==> src/rtl/split_pkg.sv <==
// rtl/split_pkg.sv - shared types and constants for the split_eval range evaluator
package split_pkg;

    typedef enum logic [1:0] {
        S_IDLE = 2'd0,
        S_EVAL = 2'd1,
        S_DONE = 2'd2
    } state_t;

    localparam logic MODE_AND = 1'b0;
    localparam logic MODE_OR  = 1'b1;

    // Every bit of a reset lower bound is 0, every bit of a reset upper bound is 1.
    localparam logic DEF_LO_BIT = 1'b0;
    localparam logic DEF_HI_BIT = 1'b1;

endpackage

==> src/rtl/split_range_cmp.sv <==
// rtl/split_range_cmp.sv - unsigned inclusive range check of one variable
module split_range_cmp #(
    parameter int VAR_W = 16
) (
    input  logic [VAR_W-1:0] v,
    input  logic [VAR_W-1:0] lo,
    input  logic [VAR_W-1:0] hi,
    output logic             pass
);

    // lo > hi can never satisfy both sides, so an inverted range fails naturally.
    assign pass = (lo <= v) && (v <= hi);

endmodule

==> src/rtl/split_eval.sv <==
// rtl/split_eval.sv - sequential AND/OR range evaluator over N_VARS variables
module split_eval
    import split_pkg::*;
#(
    parameter int N_VARS = 35,
    parameter int VAR_W  = 16,
    parameter int IDX_W  = (N_VARS > 1) ? $clog2(N_VARS) : 1,
    parameter int CNT_W  = $clog2(N_VARS + 1)
) (
    input  logic                    clk,
    input  logic                    rst,
    input  logic                    in_valid,
    output logic                    in_ready,
    input  logic [N_VARS*VAR_W-1:0] in_vars,
    input  logic                    in_mode,
    input  logic                    cfg_we,
    input  logic [IDX_W-1:0]        cfg_idx,
    input  logic [VAR_W-1:0]        cfg_lo,
    input  logic [VAR_W-1:0]        cfg_hi,
    output logic                    cfg_busy,
    output logic                    out_valid,
    input  logic                    out_ready,
    output logic                    x,
    output logic [IDX_W-1:0]        dec_idx,
    output logic [CNT_W-1:0]        pass_cnt
);

    localparam logic [IDX_W-1:0] LAST_IDX = IDX_W'(N_VARS - 1);
    localparam logic [IDX_W:0]   N_LIM    = (IDX_W + 1)'(N_VARS);

    state_t state_q;
    state_t state_d;

    logic [VAR_W-1:0] lo_q   [N_VARS];
    logic [VAR_W-1:0] hi_q   [N_VARS];
    logic [VAR_W-1:0] vars_q [N_VARS];
    logic             mode_q;
    logic [IDX_W-1:0] idx_q;
    logic [CNT_W-1:0] pass_cnt_q;
    logic             x_q;
    logic [IDX_W-1:0] dec_idx_q;

    logic             pass_w;
    logic             is_last;
    logic             decide;
    logic             accept;
    logic             cfg_take;

    assign accept   = (state_q == S_IDLE) && in_valid;
    assign cfg_take = (state_q == S_IDLE) && cfg_we && ({1'b0, cfg_idx} < N_LIM);
    assign is_last  = (idx_q == LAST_IDX);

    // AND stops on the first fail, OR on the first pass; either stops after the last variable.
    assign decide = (mode_q == MODE_AND) ? (!pass_w || is_last) : (pass_w || is_last);

    split_range_cmp #(
        .VAR_W (VAR_W)
    ) u_cmp (
        .v    (vars_q[idx_q]),
        .lo   (lo_q[idx_q]),
        .hi   (hi_q[idx_q]),
        .pass (pass_w)
    );

    assign in_ready  = (state_q == S_IDLE);
    assign cfg_busy  = (state_q != S_IDLE);
    assign out_valid = (state_q == S_DONE);
    assign x         = x_q;
    assign dec_idx   = dec_idx_q;
    assign pass_cnt  = pass_cnt_q;

    // State register.
    always_ff @(posedge clk or posedge rst) begin
        if (rst) begin
            state_q <= S_IDLE;
        end else begin
            state_q <= state_d;
        end
    end

    // Next-state decode: accept in IDLE, scan in EVAL, hold the result in DONE until taken.
    always_comb begin
        state_d = state_q;
        case (state_q)
            S_IDLE:  if (in_valid)  state_d = S_EVAL;
            S_EVAL:  if (decide)    state_d = S_DONE;
            S_DONE:  if (out_ready) state_d = S_IDLE;
            default: state_d = S_IDLE;
        endcase
    end

    // Range register file; writes only land while idle, including the accept cycle.
    always_ff @(posedge clk or posedge rst) begin
        if (rst) begin
            for (int i = 0; i < N_VARS; i++) begin
                lo_q[i] <= {VAR_W{DEF_LO_BIT}};
                hi_q[i] <= {VAR_W{DEF_HI_BIT}};
            end
        end else if (cfg_take) begin
            lo_q[cfg_idx] <= cfg_lo;
            hi_q[cfg_idx] <= cfg_hi;
        end
    end

    // Capture the vector on accept, then step one variable per cycle and latch the verdict.
    always_ff @(posedge clk or posedge rst) begin
        if (rst) begin
            for (int i = 0; i < N_VARS; i++) begin
                vars_q[i] <= '0;
            end
            mode_q     <= MODE_AND;
            idx_q      <= '0;
            pass_cnt_q <= '0;
            x_q        <= 1'b0;
            dec_idx_q  <= '0;
        end else if (accept) begin
            for (int i = 0; i < N_VARS; i++) begin
                vars_q[i] <= in_vars[i*VAR_W +: VAR_W];
            end
            mode_q     <= in_mode;
            idx_q      <= '0;
            pass_cnt_q <= '0;
            x_q        <= 1'b0;
            dec_idx_q  <= '0;
        end else if (state_q == S_EVAL) begin
            pass_cnt_q <= pass_cnt_q + CNT_W'(pass_w);
            if (decide) begin
                // The deciding variable's own result is the verdict in both modes.
                x_q       <= pass_w;
                dec_idx_q <= idx_q;
            end else begin
                idx_q <= idx_q + IDX_W'(1);
            end
        end
    end

endmodule

==> config.mk <==
export PLATFORM = sky130hd
export DESIGN_NAME = split_eval
export DESIGN_NICKNAME = d
export VERILOG_FILES = /design/src/rtl/split_pkg.sv /design/src/rtl/split_range_cmp.sv /design/src/rtl/split_eval.sv
export SDC_FILE = /design/constraint.sdc
export NUM_CORES = 2
export LEC_CHECK = 0
export CAP_MARGIN = 20
export CORE_MARGIN = 4
export CORE_UTILIZATION = 33
export CTS_BUF_LIST = sky130_fd_sc_hd__clkbuf_16
export DETAILED_ROUTE_END_ITERATION = 7
export DONT_BUFFER_PORTS = 1
export HOLD_SLACK_MARGIN = 0.08
export PLACE_DENSITY_LB_ADDON = 0.3
export SETUP_SLACK_MARGIN = 0.2
export SYNTH_ARGS = -nofsm -noshare
export SYNTH_HDL_FRONTEND = slang
export SYNTH_SLANG_ARGS = --single-unit
export TNS_END_PERCENT = 5
==> constraint.sdc <==
create_clock -name clk -period 61.3 [get_ports clk]
set_clock_uncertainty 0.05 [all_clocks]
set_input_delay 12.26 -clock clk [delete_from_list [all_inputs] [get_ports clk]]
set_output_delay 12.26 -clock clk [all_outputs]
set_load 0.005 [all_outputs]
==> impl_metrics.json <==
{
  "run_status": "finished, final reports clean",
  "final_nets": 6424,
  "number_of_global_route_vias_before_repair": 50067,
  "syn-num-nets": 6605,
  "worstReg2RegStart": "idx_q[0]",
  "timing.critical_path.to_type": "async pin",
  "remaining_routing_drc_violations": 0,
  "worstHoldEndpoint": "vars_q[399]",
  "async_reset_ff_share_pct": 100,
  "final_antenna_net_count": 0,
  "cts.sink_count": 1702,
  "critPathMaxStageDelay_ns": 0.82,
  "cell_count_after_synthesis": 5965,
  "io_buffer_count": 0,
  "timing.max_slew.rel_slack_pct": 27.1,
  "p_leak_nw": 40.0,
  "firstDrtPassIters": 6,
  "placed_cells": 8739,
  "worst_hold_depth": 2,
  "period_minus_slack_ns": 16.03,
  "post_synth_num_cell_types": 56,
  "cts_buffers": 191,
  "post_dr_vias_cell": 5.24,
  "achievable-frequency_mhz": 62.4,
  "post-route-cell-area_mm2": 0.0878,
  "path_common_cell": "sky130_fd_sc_hd__buf_4",
  "min_path_type": "flip-flop to flip-flop",
  "total_routing_usage_gr_pct": 20.0,
  "crit_path_start_kind": "primary input",
  "power_mw": 3.70,
  "instances_no_fill": 9125,
  "cts_setup_buffers": 0,
  "design.core.area_mm2": 0.236,
  "cap_violations": 0,
  "synth_top_cell_by_area": "sky130_fd_sc_hd__dfrtp_1",
  "design.portCount": 620,
  "final_slew_violations": 0,
  "initialDrtViolationCount": 3460,
  "floorplan.rows": 178,
  "critical_path_s_top_delay_family": "buffers and inverters",
  "rr_endpoint": "pass_cnt[2]",
  "synth_enable_flop_cells": 0,
  "globalplace.congestion": 0.850,
  "synth_seq_cells": 1702,
  "timing.critical_path.required_ns": 62.12,
  "fp.dieW_um": 496,
  "worst_skew_late_latency_ns": 0.85,
  "fin_crit_sh_pct": 26.2,
  "placed_cell_area_mm2": 0.0815,
  "setup_violations": 0,
  "grt_antenna_before_repair": 39,
  "worstSetupPathType": "primary input to async pin",
  "maximum_net_fanout_on_the_critical_path": 96,
  "reg2regPathDepth": 19,
  "die_area_mm2": 0.246,
  "wl_per_cell_um": 27.1,
  "critical-path-slowest-cell": "sky130_fd_sc_hd__buf_4",
  "postRouteWirelength_um": 247000,
  "path_clk_slew_ns": 0.06,
  "pin_slew_with_the_least_headroom_to_its_limit_ns": 1.09,
  "syn2layout_area_growth_pct": 11.6,
  "worst_ir_drop_vdd_uv": 65.2,
  "report.final.hold_viol_count": 0,
  "cts.hold.buffers_added": 0,
  "clk_root_buffer_cell": "sky130_fd_sc_hd__clkbuf_16",
  "fill_cells": 22644,
  "final_global_route_overflow_total": 0,
  "clk_path_buf_depth": 3,
  "r2r_setup_slack_ns": 52.95,
  "data_arrival_time_of_the_critical_path_ns": 16.85,
  "synth.yosys.warnings": 0,
  "synth.top_cells.by_count": "sky130_fd_sc_hd__nand2_1 (1747), sky130_fd_sc_hd__dfrtp_1 (1142), sky130_fd_sc_hd__mux2_2 (1081)",
  "route.vias.total": 47794,
  "setup-tns-final_ns": 0,
  "crit_buf_inv": 6,
  "maximum_number_of_pins_on_one_net_before_global_route_repair": 199,
  "power_density_mw_per_mm2": 42.1,
  "path_cells": "inv_8, buf_4, buf_4, buf_4, buf_4, buf_4",
  "grt_first_pass_wirelength_um": 360000,
  "layout-drive-gt1-share_pct": 43.1,
  "hold_path.startpoint": "vars_q[399]",
  "syn-cell-area_mm2": 0.0787,
  "die_h_um": 496,
  "detailed_place_hpwl_um": 160000,
  "synth-main-ff-cell": "sky130_fd_sc_hd__dfrtp_1",
  "ys_top_cells_by_area": "sky130_fd_sc_hd__dfrtp_1 (36%), sky130_fd_sc_hd__dfstp_2 (19%), sky130_fd_sc_hd__mux2_2 (15%)",
  "rsz0062_at_grt": "no",
  "yosysTopAreaCellShare_pct": 36.3,
  "tritoncts": "built",
  "synthesis.area_per_instance_um2": 13.2,
  "number_of_levels_in_the_clock_h_tree": 4,
  "initial_utilization_pct": 33.3,
  "cts.repair.resized": 0,
  "seq_total_area_yosys_pct": 55.0,
  "synth_most_common_cell": "sky130_fd_sc_hd__nand2_1"
}
[flip-flops by register name, indices dropped and copies added, names as in the netlist, 2 cells and up]
name,flops
pass_cnt,6
vars_q,560
state_q,2
hi_q,560
lo_q,560
dec_idx,6
idx_q,6
[worst max-delay path by stage]
stage	start	end	slack, ns	cells after the start
2_1_floorplan	rst	dec_idx[0]	1.88	1
3_3_place_gp	rst	pass_cnt[3]	44.27	6
3_5_place_dp	rst	pass_cnt[3]	44.15	6
4_1_cts	rst	pass_cnt[3]	45.09	6
5_1_grt	rst	vars_q[168]	44.53	6
6_report	rst	x	45.27	6
[cell families after synthesis]
| logic type | count (synthesis) | share of synthesized area [%] |
|---|---|---|
| buffers and inverters | 498 | 2.81 |
| XOR/XNOR | 2 | 0.0223 |
| flip-flops | 1702 | 55.0 |
| adder cells (fa/ha/maj) | 36 | 0.572 |
| AND/OR/NAND/NOR | 1887 | 9.37 |
| multiplexers | 1714 | 31.2 |
| AO/OA/AOI/OAI | 126 | 0.984 |
[metrics by stage]
step	setup slack [ns]	hold WS (ns)	utilization, %
2_1_floorplan	1.88	0.390	-
3_3_place_gp	44.27	0.403	34.5
3_5_place_dp	44.15	0.407	34.5
4_1_cts	45.09	0.422	37.1
5_1_grt	44.53	0.435	37.2
6_report	45.27	0.418	37.2
[power by group]
| group | internal (mW) | switching [mW] | leakage [nW] |
|---|---|---|---|
| logic | 0.429 | 0.565 | 16.1 |
| clock network | 0.638 | 0.496 | 3.22 |
| registers | 1.41 | 0.165 | 20.7 |
[tightest hold or removal path, delay by kind of cell (launching register included)]
family	cells	cell delay, ns
AND/OR/NAND/NOR	2	0.10
flip-flops	1	0.33
[cell type report]
cell class	instances	area (µm²)	area share, %
timing repair buffer	98	838	0.955
clock inverter	163	1400	1.59
inverter	26	115	0.131
antenna	29	72.6	0.0826
multi-input combinational	3765	33400	38.0
tap	3150	3940	4.49
sequential	1702	43300	49.3
clock buffer	192	4800	5.47
[layout by cell type, fill, tap and decap left out, types with 36 or more instances in the layout]
cell type	synthesis	final
sky130_fd_sc_hd__mux2_2	1081	1081
sky130_fd_sc_hd__mux2i_1	111	111
sky130_fd_sc_hd__nand2_1	1747	1734
sky130_fd_sc_hd__buf_4	53	91
sky130_fd_sc_hd__mux2_1	42	42
sky130_fd_sc_hd__a21oi_1	60	60
sky130_fd_sc_hd__clkbuf_16	0	192
sky130_fd_sc_hd__ha_1	36	36
sky130_fd_sc_hd__dfstp_2	560	560
sky130_fd_sc_hd__dfrtp_1	1142	1138
sky130_fd_sc_hd__nor2_1	61	55
sky130_fd_sc_hd__clkinv_1	0	38
sky130_fd_sc_hd__clkinv_2	0	42
sky130_fd_sc_hd__inv_1	8	52
sky130_fd_sc_hd__mux4_2	480	480
[per-layer routing]
metal  wire length [µm]  part of all wire [%]  global-route usage, %
met4               6740                   2.7                   6.03
met5                 61                 0.025                      0
met1             105000                    42                   26.4
met3              15600                   6.3                   4.67
met2             120000                    49                   32.7
No activity file was read; power rests on OpenSTA's default activity.
